<file path="config.mk">
export PLATFORM = sky130hd
export DESIGN_NAME = alien_sprite_renderer
export DESIGN_NICKNAME = d
export VERILOG_FILES = /design/src/rtl/sprite_pkg.sv /design/src/rtl/alien_sprite_renderer.sv
export SDC_FILE = /design/constraint.sdc
export NUM_CORES = 1
export LEC_CHECK = 0
export CAP_MARGIN = 30
export CORE_ASPECT_RATIO = 0.7
export CORE_MARGIN = 5
export CORE_UTILIZATION = 49
export CTS_BUF_LIST = sky130_fd_sc_hd__clkbuf_16
export DETAILED_ROUTE_END_ITERATION = 10
export GPL_ROUTABILITY_DRIVEN = 0
export GPL_TIMING_DRIVEN = 0
export PLACE_DENSITY = 0.81
export SLEW_MARGIN = 20
export SYNTH_ARGS = -nofsm -noshare
export SYNTH_HDL_FRONTEND = slang
export SYNTH_SLANG_ARGS = --single-unit
</file>
<file path="constraint.sdc">
create_clock -name clk -period 2.85 [get_ports clk]
set_input_delay 0.855 -clock clk [delete_from_list [all_inputs] [get_ports clk]]
set_output_delay 0.855 -clock clk [all_outputs]
set_load 0.005 [all_outputs]
</file>
<file path="src/rtl/sprite_pkg.sv">
// Shared constants and state encoding for the alien sprite renderers.
// Beam geometry follows the standard 640x480 VGA timing.
package sprite_pkg;

    localparam int DEF_SPRITE_W    = 12;
    localparam int DEF_SPRITE_H    = 12;
    localparam int DEF_SCALE_SHIFT = 1;
    localparam int DEF_H_FETCH     = 640;
    localparam int DEF_V_TOTAL     = 525;
    localparam int H_TOTAL         = 800;
    localparam int POS_W           = 10;

    typedef enum logic [1:0] {
        IDLE,
        FETCH,
        ARMED,
        DRAW
    } state_t;

endpackage

</file>
<file path="src/rtl/alien_sprite_renderer.sv">
// Fetches one sprite row per scanline during hblank and serialises it into a
// 1-bit pixel stream, registered one cycle behind the sampled beam position.
module alien_sprite_renderer
    import sprite_pkg::*;
#(
    parameter int SPRITE_W    = DEF_SPRITE_W,
    parameter int SPRITE_H    = DEF_SPRITE_H,
    parameter int SCALE_SHIFT = DEF_SCALE_SHIFT,
    parameter int H_FETCH     = DEF_H_FETCH,
    parameter int V_TOTAL     = DEF_V_TOTAL
) (
    input  logic                clk,
    input  logic                rst_n,
    input  logic [POS_W-1:0]    hpos,
    input  logic [POS_W-1:0]    vpos,
    input  logic                enable,
    input  logic [POS_W-1:0]    alien_x,
    input  logic [POS_W-1:0]    alien_y,
    output logic [3:0]          row_index,
    input  logic [SPRITE_W-1:0] row_data,
    output logic                pixel_on,
    output logic                busy
);

    localparam int HS    = SPRITE_H << SCALE_SHIFT;
    localparam int WS    = SPRITE_W << SCALE_SHIFT;
    localparam int COL_W = $clog2(WS + 1);
    localparam int IDX_W = $clog2(SPRITE_W);

    state_t              state, state_n;
    logic [3:0]          row_index_n;
    logic [SPRITE_W-1:0] line_buf, line_buf_n;
    logic [COL_W-1:0]    col, col_n, col_inc;
    logic                pixel_n;
    logic [POS_W:0]      next_line, line_off, top_edge;
    logic                at_fetch, fetch_hit;
    logic [IDX_W-1:0]    pix_idx;

    // Line arithmetic is one bit wider than the beam counters so alien_y+HS cannot wrap.
    assign top_edge  = {1'b0, alien_y};
    assign next_line = (vpos == POS_W'(V_TOTAL - 1)) ? '0 : {1'b0, vpos} + (POS_W+1)'(1);
    assign line_off  = next_line - top_edge;
    assign at_fetch  = (hpos == POS_W'(H_FETCH));
    assign fetch_hit = enable && at_fetch && (next_line >= top_edge) &&
                       (next_line < top_edge + (POS_W+1)'(HS));

    assign col_inc = col + COL_W'(1);
    assign pix_idx = IDX_W'(SPRITE_W - 1) - IDX_W'(col_inc >> SCALE_SHIFT);
    assign busy    = (state != IDLE);

    always_comb begin
        // NOTE: every output of this block gets a default first, so no path can infer a latch.
        state_n     = state;
        row_index_n = row_index;
        line_buf_n  = line_buf;
        col_n       = col;
        pixel_n     = 1'b0;

        if (!enable) begin
            state_n = IDLE;
        end else if (at_fetch) begin
            // Start of hblank abandons any unfinished line before deciding on a new fetch.
            state_n = IDLE;
            if (fetch_hit) begin
                state_n     = FETCH;
                row_index_n = 4'(line_off >> SCALE_SHIFT);
            end
        end else begin
            unique case (state)
                IDLE: ;
                FETCH: begin
                    line_buf_n = row_data;
                    state_n    = ARMED;
                end
                ARMED: begin
                    if (hpos == alien_x && hpos < POS_W'(H_FETCH)) begin
                        state_n = DRAW;
                        col_n   = '0;
                        pixel_n = line_buf[SPRITE_W-1];
                    end
                end
                DRAW: begin
                    col_n = col_inc;
                    if (col_inc == COL_W'(WS))
                        state_n = IDLE;
                    else
                        pixel_n = line_buf[pix_idx];
                end
                default: state_n = IDLE;
            endcase
        end
    end

    always_ff @(posedge clk or negedge rst_n) begin
        if (!rst_n) begin
            state     <= IDLE;
            row_index <= '0;
            line_buf  <= '0;
            col       <= '0;
            pixel_on  <= 1'b0;
        end else begin
            // NOTE: non-blocking updates keep every register sampling pre-edge values.
            state     <= state_n;
            row_index <= row_index_n;
            line_buf  <= line_buf_n;
            col       <= col_n;
            pixel_on  <= pixel_n;
        end
    end

endmodule

</file>
### Word-level counts from Yosys, hierarchy flattened

Cells that the tools add are included.

| cells by class | value |
|---|---|
| reductions and logical operators | 10 |
| add/sub/neg operators | 5 |
| order comparisons | 4 |
| bitwise logic cells | 1 |
| multiplexer cells | 16 |
| eq/ne operators | 11 |

Operators with widths:

| kind | count |
|---|---|
| $eq A10 B10 Y1 const B | 2 |
| $add A10 B1 Y11 const B | 1 |
| $add A10 B5 Y11 const B | 1 |
| $ge A11 B10 Y1 | 1 |
| $lt A11 B11 Y1 | 1 |
| $mux W11 | 1 |
| $eq A10 B10 Y1 | 1 |
| $lt A10 B10 Y1 const B | 1 |
| $pmux W5 S2 | 1 |
| $reduce_and A3 Y1 | 3 |
| $mux W2 | 4 |
| $ne A4 B4 Y1 const B | 2 |
| $mux W1 | 6 |
| $pmux W2 S3 | 1 |
| $add A5 B1 Y5 const B | 1 |
| $eq A5 B5 Y1 const B | 1 |
| $lt A4 B5 Y1 const B | 1 |
| $mux W5 | 1 |
| $ne A5 B1 Y1 const B | 1 |
| $sub A5 B5 Y5 | 1 |
| $bmux W1 S4 | 1 |
| $eq A2 B2 Y1 const B | 2 |
| $logic_and A1 B1 Y1 | 4 |
| $reduce_and A4 Y1 | 1 |
| 6 further kinds | 7 |

| word-level totals | value |
|---|---|
| output and inout port bits | 6 |
| flip-flop bits (word level) | 24 |
| bits of input ports | 55 |
| word-level logic and storage cells | 52 |

### Longest topological paths before layout

| depth | value |
|---|---|
| depth in word-level cells | 8 |
| mapped depth | 14 |
| gate-level depth less buffers | 14 |

### Worst setup path before layout

OpenSTA, ideal clock, no wires.

| timing | value |
|---|---|
| path type | input to register |
| from | input port vpos[0] |
| to | register row_index[1] |
| setup slack | -0.669 ns |
| path buffers | 0 |
| data arrival time | 3.391 ns |
| cell stages on the path | 13 |
| setup time | 0.128 ns |
| required time | 2.722 ns |
| path through | inv_1 > ha_1 > nand2_1 > nor3_1 > nand3_1 > nor4_1 > nor2_1 > ha_1 > a21oi_1 > a2111oi_0 > o21a_1 > a311oi_2 > mux2_1 |

| on the way | value |
|---|---|
| cells in the longest elaborated chain, start to end | 6 |
| elaborated cells between the ends (all ways) | 9 |
| those cells by class | 2 x add/sub; 2 x order compare; 1 x eq/ne; 1 x mux; 3 x reduce/logical |

RTL lines:

| what | line | RTL |
|---|---|---|
| from (decl) | alien_sprite_renderer.sv:15 | `input logic [POS_W-1:0] vpos,` |
| $add A10 B1 Y11 / $eq A10 B10 Y1 (equally long branches) | alien_sprite_renderer.sv:41 | `assign next_line = (vpos == POS_W'(V_TOTAL - 1)) ? '0 : {1'b0, vpos} + (POS_W+1)'(1);` |
| $mux W11 (*) | alien_sprite_renderer.sv:41 |  |
| $ge A11 B10 Y1 | alien_sprite_renderer.sv:44 | `assign fetch_hit = enable && at_fetch && (next_line >= top_edge) &&` |
| $logic_and A1 B1 Y1 (2 in a row) | alien_sprite_renderer.sv:44 |  |
| $reduce_and A3 Y1 (no line) | - |  |
| to (signal assigned) | alien_sprite_renderer.sv:104 | `row_index <= row_index_n;` |
| to (decl) | alien_sprite_renderer.sv:19 | `output logic [3:0] row_index,` |

Every way passes the cells marked *; elsewhere a longest branch is shown, timed or not.
A chain may end at the register's enable or synchronous reset.

### Final worst setup path

Same ends and word-level chain as after synthesis.

==> reports/results.txt <==
clk slew on worst S/H paths: 0.06 ns
fraction of power spent switching nets: 25.9%
post-layout net count: 401
Leak: 0.00147 uW
count of cells along the worst register-to-register path: 6
HPWL reported at the end of detailed placement: 4570 um
cell row count: 20
capturing instance or port of the critical path: row_index[1]
number of setup violations in the final report: 5
internal power component: 781 uW
Antenna Cells: 0
final wirelength: 5950 um
setup repair after global routing missed its margin: true
result of the run: complete, but fails checks
max-slew violation count: 0
post-place instance area: 3020 um^2
synthesized instance count: 249
number of flops mapped to enable cells by yosys: 0
global-route wire length before repair: 9830 um
floorplan die height: 67.0 um
kind of critical path: in2reg
drt wl/cell: 15.8 um
portion of total power attributed to the clock network: 38.4%
hold path startpoint: line_buf[4]
most frequently used cell type in the post-synthesis netlist: sky130_fd_sc_hd__dfrtp_1
stages on the worst setup path: 15
top flip-flop cell by instance count after synthesis: sky130_fd_sc_hd__dfrtp_1
Post-Route Setup TNS: -2.58 ns
clk root buf: sky130_fd_sc_hd__clkbuf_16
worst path buffer plus inverter count: 3
power share of the sequential group: 32.5%
switching power: 273 uW
stage delay of the slowest cell on the critical path: 0.42 ns
share of synthesized area occupied by flip-flops and latches: 26.4%
clock tree from TritonCTS: done
share of the synthesized area in the top cell type: 26.4%
largest net degree at the start of global routing: 15
Final Hold Viols: 0
Hold Slack: 0.505 ns
die span in x: 91.5 um
Crit Reg-Reg Endpoint: pixel_on
minimum setup slack in the final design: -0.575 ns
fraction of registers with async set/reset: 100%
startpoint of the worst-slack reg-to-reg timing path: col[0]
effective utilization at floorplan: 51.7%
Max FO, Critical Path: 4
largest buffer count on any clock path: 2
worst-case headroom to the max-slew limit: 50.7%
fin cells: 377
total gr overflow: 0
cts bufs inserted: 3
cell taking the most area after synthesis: sky130_fd_sc_hd__dfrtp_1
Final ANT Viol Nets: 0
yosys warns: 0
# placed instances: 365
CP startpoint: vpos[0]
cell type of the slowest stage on the worst timing path: sky130_fd_sc_hd__a311oi_4
Startpoint Class: primary input
die area: 6130 um^2
number of max-cap violations: 0
Worst Path Arrival: 3.57 ns
area of the multi-input gates: 1700 um^2
power density cells: 320 nW/um^2
vias after detailed routing: 2139
minimum period implied by the final worst setup slack: 3.43 ns
critical path's top delay family: compound AO/OA/AOI/OAI gates
required time reported for the critical path endpoint: 2.99 ns
area delta synth->final: 44.7%
IR Drop Worst-Case VDD: 0.000353 V
Std-Cell Core Area: 4400 um^2
count of unresolved DRC violations after routing: 0
number of fill cells in the layout: 302
number of global-route vias before repair: 2103
Port Buffers: 60
maximum clock frequency: 292 MHz
Register Area: 601 um^2
number of synthesized register bits: 24
initial antenna violation count: 0
number of optimization iterations in the first detailed-route pass: 4
share of layout cells above drive strength 1: 19.9%
crit end category: flip-flop
part of the total power dissipated in combinational logic: 29.1%
Post-Synthesis Cell Area: 2280 um^2
list of most frequent post-synthesis cells: sky130_fd_sc_hd__dfrtp_1, sky130_fd_sc_hd__inv_1, sky130_fd_sc_hd__ha_1
Post-Layout Inst Area: 3290 um^2
Num Clock Sinks: 24
Netlist cell types: 51
Clock Latency Late Sink: 0.26 ns
fraction of the core area covered by cells at the end of the flow: 74.8%
worst slew pin tran: 0.734 ns
failing checks: setup timing
Period Utilization, post-route: 120%
leading cell types by total area after synthesis: sky130_fd_sc_hd__dfrtp_1, sky130_fd_sc_hd__ha_1, sky130_fd_sc_hd__mux2_2, sky130_fd_sc_hd__xnor2_1, sky130_fd_sc_hd__inv_1
Top Ports: 61
number of vias per cell: 5.67
Post-CTS Hold Buffers: 0
combined global-route utilization of all metal layers: 19.6%
skew final: 0.000794 ns
post-synthesis average cell area: 9.14 um^2
cells traversed along the worst timing path: buf_12 > inv_12 > ha_4 > nand2_4 > nor3_4 > nand3_2 > nor4_4 > buf_4 > nor2_1 > ha_1 > a21oi_1 > o21ai_0 > o21bai_2 > a311oi_4 > mux2_4
Max H-tree Level: 1
first-iteration detailed-routing DRC count: 101
worst-case register-to-register setup slack: 0.59 ns
syn nets: 327
worst hold path class: reg2reg
-- power groups by stage --
stage | registers [uW] | logic, uW | clock network (uW)
floorplan | 349 | 141 | 0
global placement | 349 | 266 | 0
detailed placement | 349 | 275 | 0
CTS | 343 | 294 | 406
global route | 343 | 335 | 427
finish | 343 | 306 | 405
-- cell usage in the layout, fill, tap and decap left out, types with 4 or more instances in the layout --
cell,n
sky130_fd_sc_hd__a21o_1,4
sky130_fd_sc_hd__a21oi_1,10
sky130_fd_sc_hd__a31oi_1,4
sky130_fd_sc_hd__buf_4,8
sky130_fd_sc_hd__clkbuf_1,5
sky130_fd_sc_hd__clkdlybuf4s50_1,49
sky130_fd_sc_hd__dfrtp_1,24
sky130_fd_sc_hd__dlygate4sd2_1,4
sky130_fd_sc_hd__ha_1,20
sky130_fd_sc_hd__inv_1,21
sky130_fd_sc_hd__mux2_2,14
sky130_fd_sc_hd__nand2_1,12
sky130_fd_sc_hd__nand2b_1,4
sky130_fd_sc_hd__nand3_1,10
sky130_fd_sc_hd__nor2_1,9
sky130_fd_sc_hd__nor2b_1,6
sky130_fd_sc_hd__nor3_1,5
sky130_fd_sc_hd__o21ai_0,6
sky130_fd_sc_hd__o22ai_1,4
sky130_fd_sc_hd__xnor2_1,17
sky130_fd_sc_hd__xor2_1,9
-- layer usage --
layer  track usage, %  wire length [um]  vias to the layer above  share of wire (%)
met5                0                 0                        -                  0
met4             1.83                12                        0               0.20
met1             28.0              2820                     1020                 47
li1                 -                 -                     1052                  -
met3             4.63               384                        4                6.5
met2             31.2              2740                       63                 46
-- through the flow --
stage / power (uW) / worst slack, ns
6_report: 1050 / -0.575
4_1_cts: 1040 / -0.593
3_3_place_gp: 615 / -1.35
2_1_floorplan: 490 / -0.312
5_1_grt: 1100 / -0.712
3_5_place_dp: 624 / -1.40
-- worst min-delay path by stage --
| stage | to | cells after the start |
|---|---|---|
| 3_5_place_dp | row_index[2] | 1 |
| 4_1_cts | line_buf[2] | 1 |
| 2_1_floorplan | line_buf[5] | 1 |
| 5_1_grt | line_buf[2] | 1 |
| 3_3_place_gp | line_buf[7] | 1 |
| 6_report | line_buf[4] | 1 |
-- flip-flops by register name, indices dropped and copies added, names as in the netlist --
signal and count:
col 5, pixel_on 1, state 2, row_index 4
line_buf 12
-- area by class of cell --
cell class | instances | share of cell area [%]
Timing Repair Buffer | 69 | 20.9
Inverter | 23 | 3.15
Multi-Input combinational cell | 195 | 51.6
Buffer | 7 | 0.874
Sequential cell | 24 | 18.2
Clock buffer | 3 | 2.28
Tap cell | 55 | 2.09
Clock inverter | 1 | 0.912
-- cells by family (layout without fill, tap and decap cells) --
kind of cell / Yosys count / count (layout) / synth area share [%]
AOI/OAI and AO/OA: 50 / 50 / 15.9
xor gates and xnor gates: 27 / 27 / 10.4
adders and majority gates: 23 / 23 / 13.0
buffers and inverters: 30 / 103 / 5.06
DFF: 24 / 24 / 26.4
muxes: 21 / 21 / 11.3
and+or+nand+nor: 74 / 74 / 18.0
-- what timing repair did --
action / in CTS / in global routing
endpoints found under the hold margin: 0 / 0
setup endpoints to repair: 5 / 5
gates resized for setup: 37 / 11
buffers inserted: 8 / 0
pin swaps: 11 / 9
Note: power is estimated with default switching activity, not from simulation.
==> edit (same settings) <==
Register the output `row_index` once more, with the module's reset; this adds one clock of latency there. The other outputs are not delayed to match.
--- a/src/rtl/alien_sprite_renderer.sv
+++ b/src/rtl/alien_sprite_renderer.sv
@@ -28,4 +28,6 @@
     localparam int IDX_W = $clog2(SPRITE_W);
 
+    logic [3:0] row_index_s0;
+
     state_t              state, state_n;
     logic [3:0]          row_index_n;
@@ -52,5 +54,5 @@
         // NOTE: every output of this block gets a default first, so no path can infer a latch.
         state_n     = state;
-        row_index_n = row_index;
+        row_index_n = row_index_s0;
         line_buf_n  = line_buf;
         col_n       = col;
@@ -95,5 +97,5 @@
         if (!rst_n) begin
             state     <= IDLE;
-            row_index <= '0;
+            row_index_s0 <= '0;
             line_buf  <= '0;
             col       <= '0;
@@ -102,5 +104,5 @@
             // NOTE: non-blocking updates keep every register sampling pre-edge values.
             state     <= state_n;
-            row_index <= row_index_n;
+            row_index_s0 <= row_index_n;
             line_buf  <= line_buf_n;
             col       <= col_n;
@@ -109,4 +111,12 @@
     end
 
+    always_ff @(posedge clk or negedge rst_n) begin
+        if (!rst_n) begin
+            row_index <= '0;
+        end else begin
+            row_index <= row_index_s0;
+        end
+    end
+
 endmodule
 
Function: changed (a bounded check fails within 4 cycles, from zero or initial values and one cycle with rst_n low).
==> edit against the original RTL <==
- combinational power grew 4%
- wire length rose by 6.8%
- area after synthesis shrank 1.3%
- synthesized cell count down 8.8%
- clock power up 3%
- final area is 3.1% higher
- power rose by 7.6%
- sequential power is 16% higher
- critical endpoint is now row_index_s0[1]
- setup slack gained 0.082 ns
- sequential cell count grew 4
- the run still ends with setup timing left
- largest power group unchanged
==> edit: results (changes against the original RTL) <==
| Metric | Value |
|---|---|
| Initial antenna violation count | `0 (unchanged)` |
| Synth cell count leaders | `dfrtp_1, ha_1, inv_1, xor2_1, mux2_2` |
| DP Wirelength | `4539 um (-0.75%)` |
| Vias after detailed routing | `2111 (-1.3%)` |
| Worst endpoint data arrival time | `3.49 ns (-0.08 ns)` |
| Dpl cell area | `2983 um^2 (-1.1%)` |
| Mean Syn Cell Area | `9.899 um^2 (+8.3%)` |
| Worst path slowest cell | `ha_1` |
| Vias in the first global route | `2099 (-0.19%)` |
| Place WS | `-1.519 ns (-0.1200 ns)` |
| Synth area leaders | `dfrtp_1, ha_1, mux2_2, xor2_1, xnor2_1` |
| Met2 Usage GRT | `34.71% (+3.6 points)` |
| CP startpoint | `vpos[1]` |
| LEAKAGE | `1.527 nW (+4.1%)` |
| Xor and xnor fraction of the mapped netlist area | `10.52% (+0.13 points)` |
| Met1 Use GR | `27.16% (-0.88 points)` |
| First-pass GRT wire length | `10090 um (+2.7%)` |
| # placed instances | `342 (-6.3%)` |
| Worst Path Max Fanout | `6 (+2)` |
| Rel. slew slack | `56.91% (+6.2 points)` |
| Worst Setup EP | `row_index_s0[1]` |
| Register area share after synthesis | `31.18% (+4.8 points)` |
| Global Route met3 Usage | `3.837% (-0.79 points)` |
| Met3 routed WL | `393 um (+2.3%)` |
| Largest net degree at the start of global routing | `29 (+14)` |
| Syn nets | `305 (-6.7%)` |
| CTS Buf Count | `3 (unchanged)` |
| Top Registers | `line_buf: 12 flops, col: 5 flops` |
| WL final | `6356 um (+6.8%)` |
| Synth Area in Compound Gates | `13.31% (-2.6 points)` |
| Maximum vdd drop | `0.3280 mV (-7.1%)` |
| R2R depth | `7 (+1)` |
| # setup viols final | `5 (unchanged)` |
| Layout cell share with drive strength beyond 1 | `30.32% (+10 points)` |
| Crit-path leading delay family | `simple AND/OR/NAND/NOR gates` |
| Nets | `389 (-3.0%)` |
| Mux cell area share after synthesis | `11.64% (+0.37 points)` |
| Status | `complete, but fails checks` |
| Final TNS setup | `-2.334 ns (+0.2470 ns)` |
| Met2 WL post-DR | `3037 um (+11%)` |
| WL met1 | `2834 um (+0.57%)` |
| Max stage delay on crit path | `0.31 ns (-0.11 ns)` |
| Worst hold start | `row_index_s0[0]` |
| Post-Synth Adder-Cell Area | `13.14% (+0.17 points)` |
| Final worst setup slack | `-0.4929 ns (+0.08228 ns)` |
| Failing checks | `setup timing` |
| Unique cell type count in the Yosys netlist | `48 (-5.9%)` |
edit: layout make-up:
cell class,instances,area [um^2]
Clock inverter,1,30.03
Buffer,4,16.27
Clock buffer,3,75.07
Timing Repair Buffer,79,726.9
Multi-Input combinational cell,176,1689
Sequential cell,28,700.7
Inverter,19,88.84
Tap cell,55,68.82
Fill cell,298,983.4
edit: where the power goes:
group          internal [mW]  switching [mW]  total, mW
clock network          0.280           0.137      0.417
logic                  0.169           0.150      0.319
registers              0.398        0.000272      0.398
total                  0.846           0.288       1.13
edit: how the worst min path moves through the flow:
stage,endpoint,slack [ns],depth (start not counted)
6_report,row_index[0],0.38,0
5_1_grt,row_index[0],0.39,0
4_1_cts,row_index[0],0.38,0
3_5_place_dp,row_index[0],0.37,0
3_3_place_gp,row_index[0],0.36,0
2_1_floorplan,row_index[0],0.35,0
edit: repair_timing:
item | CTS | global route
pin swaps | 22 | 20
setup endpoints to repair | 5 | 10
buffers inserted | 10 | 9
gates resized for setup | 57 | 35
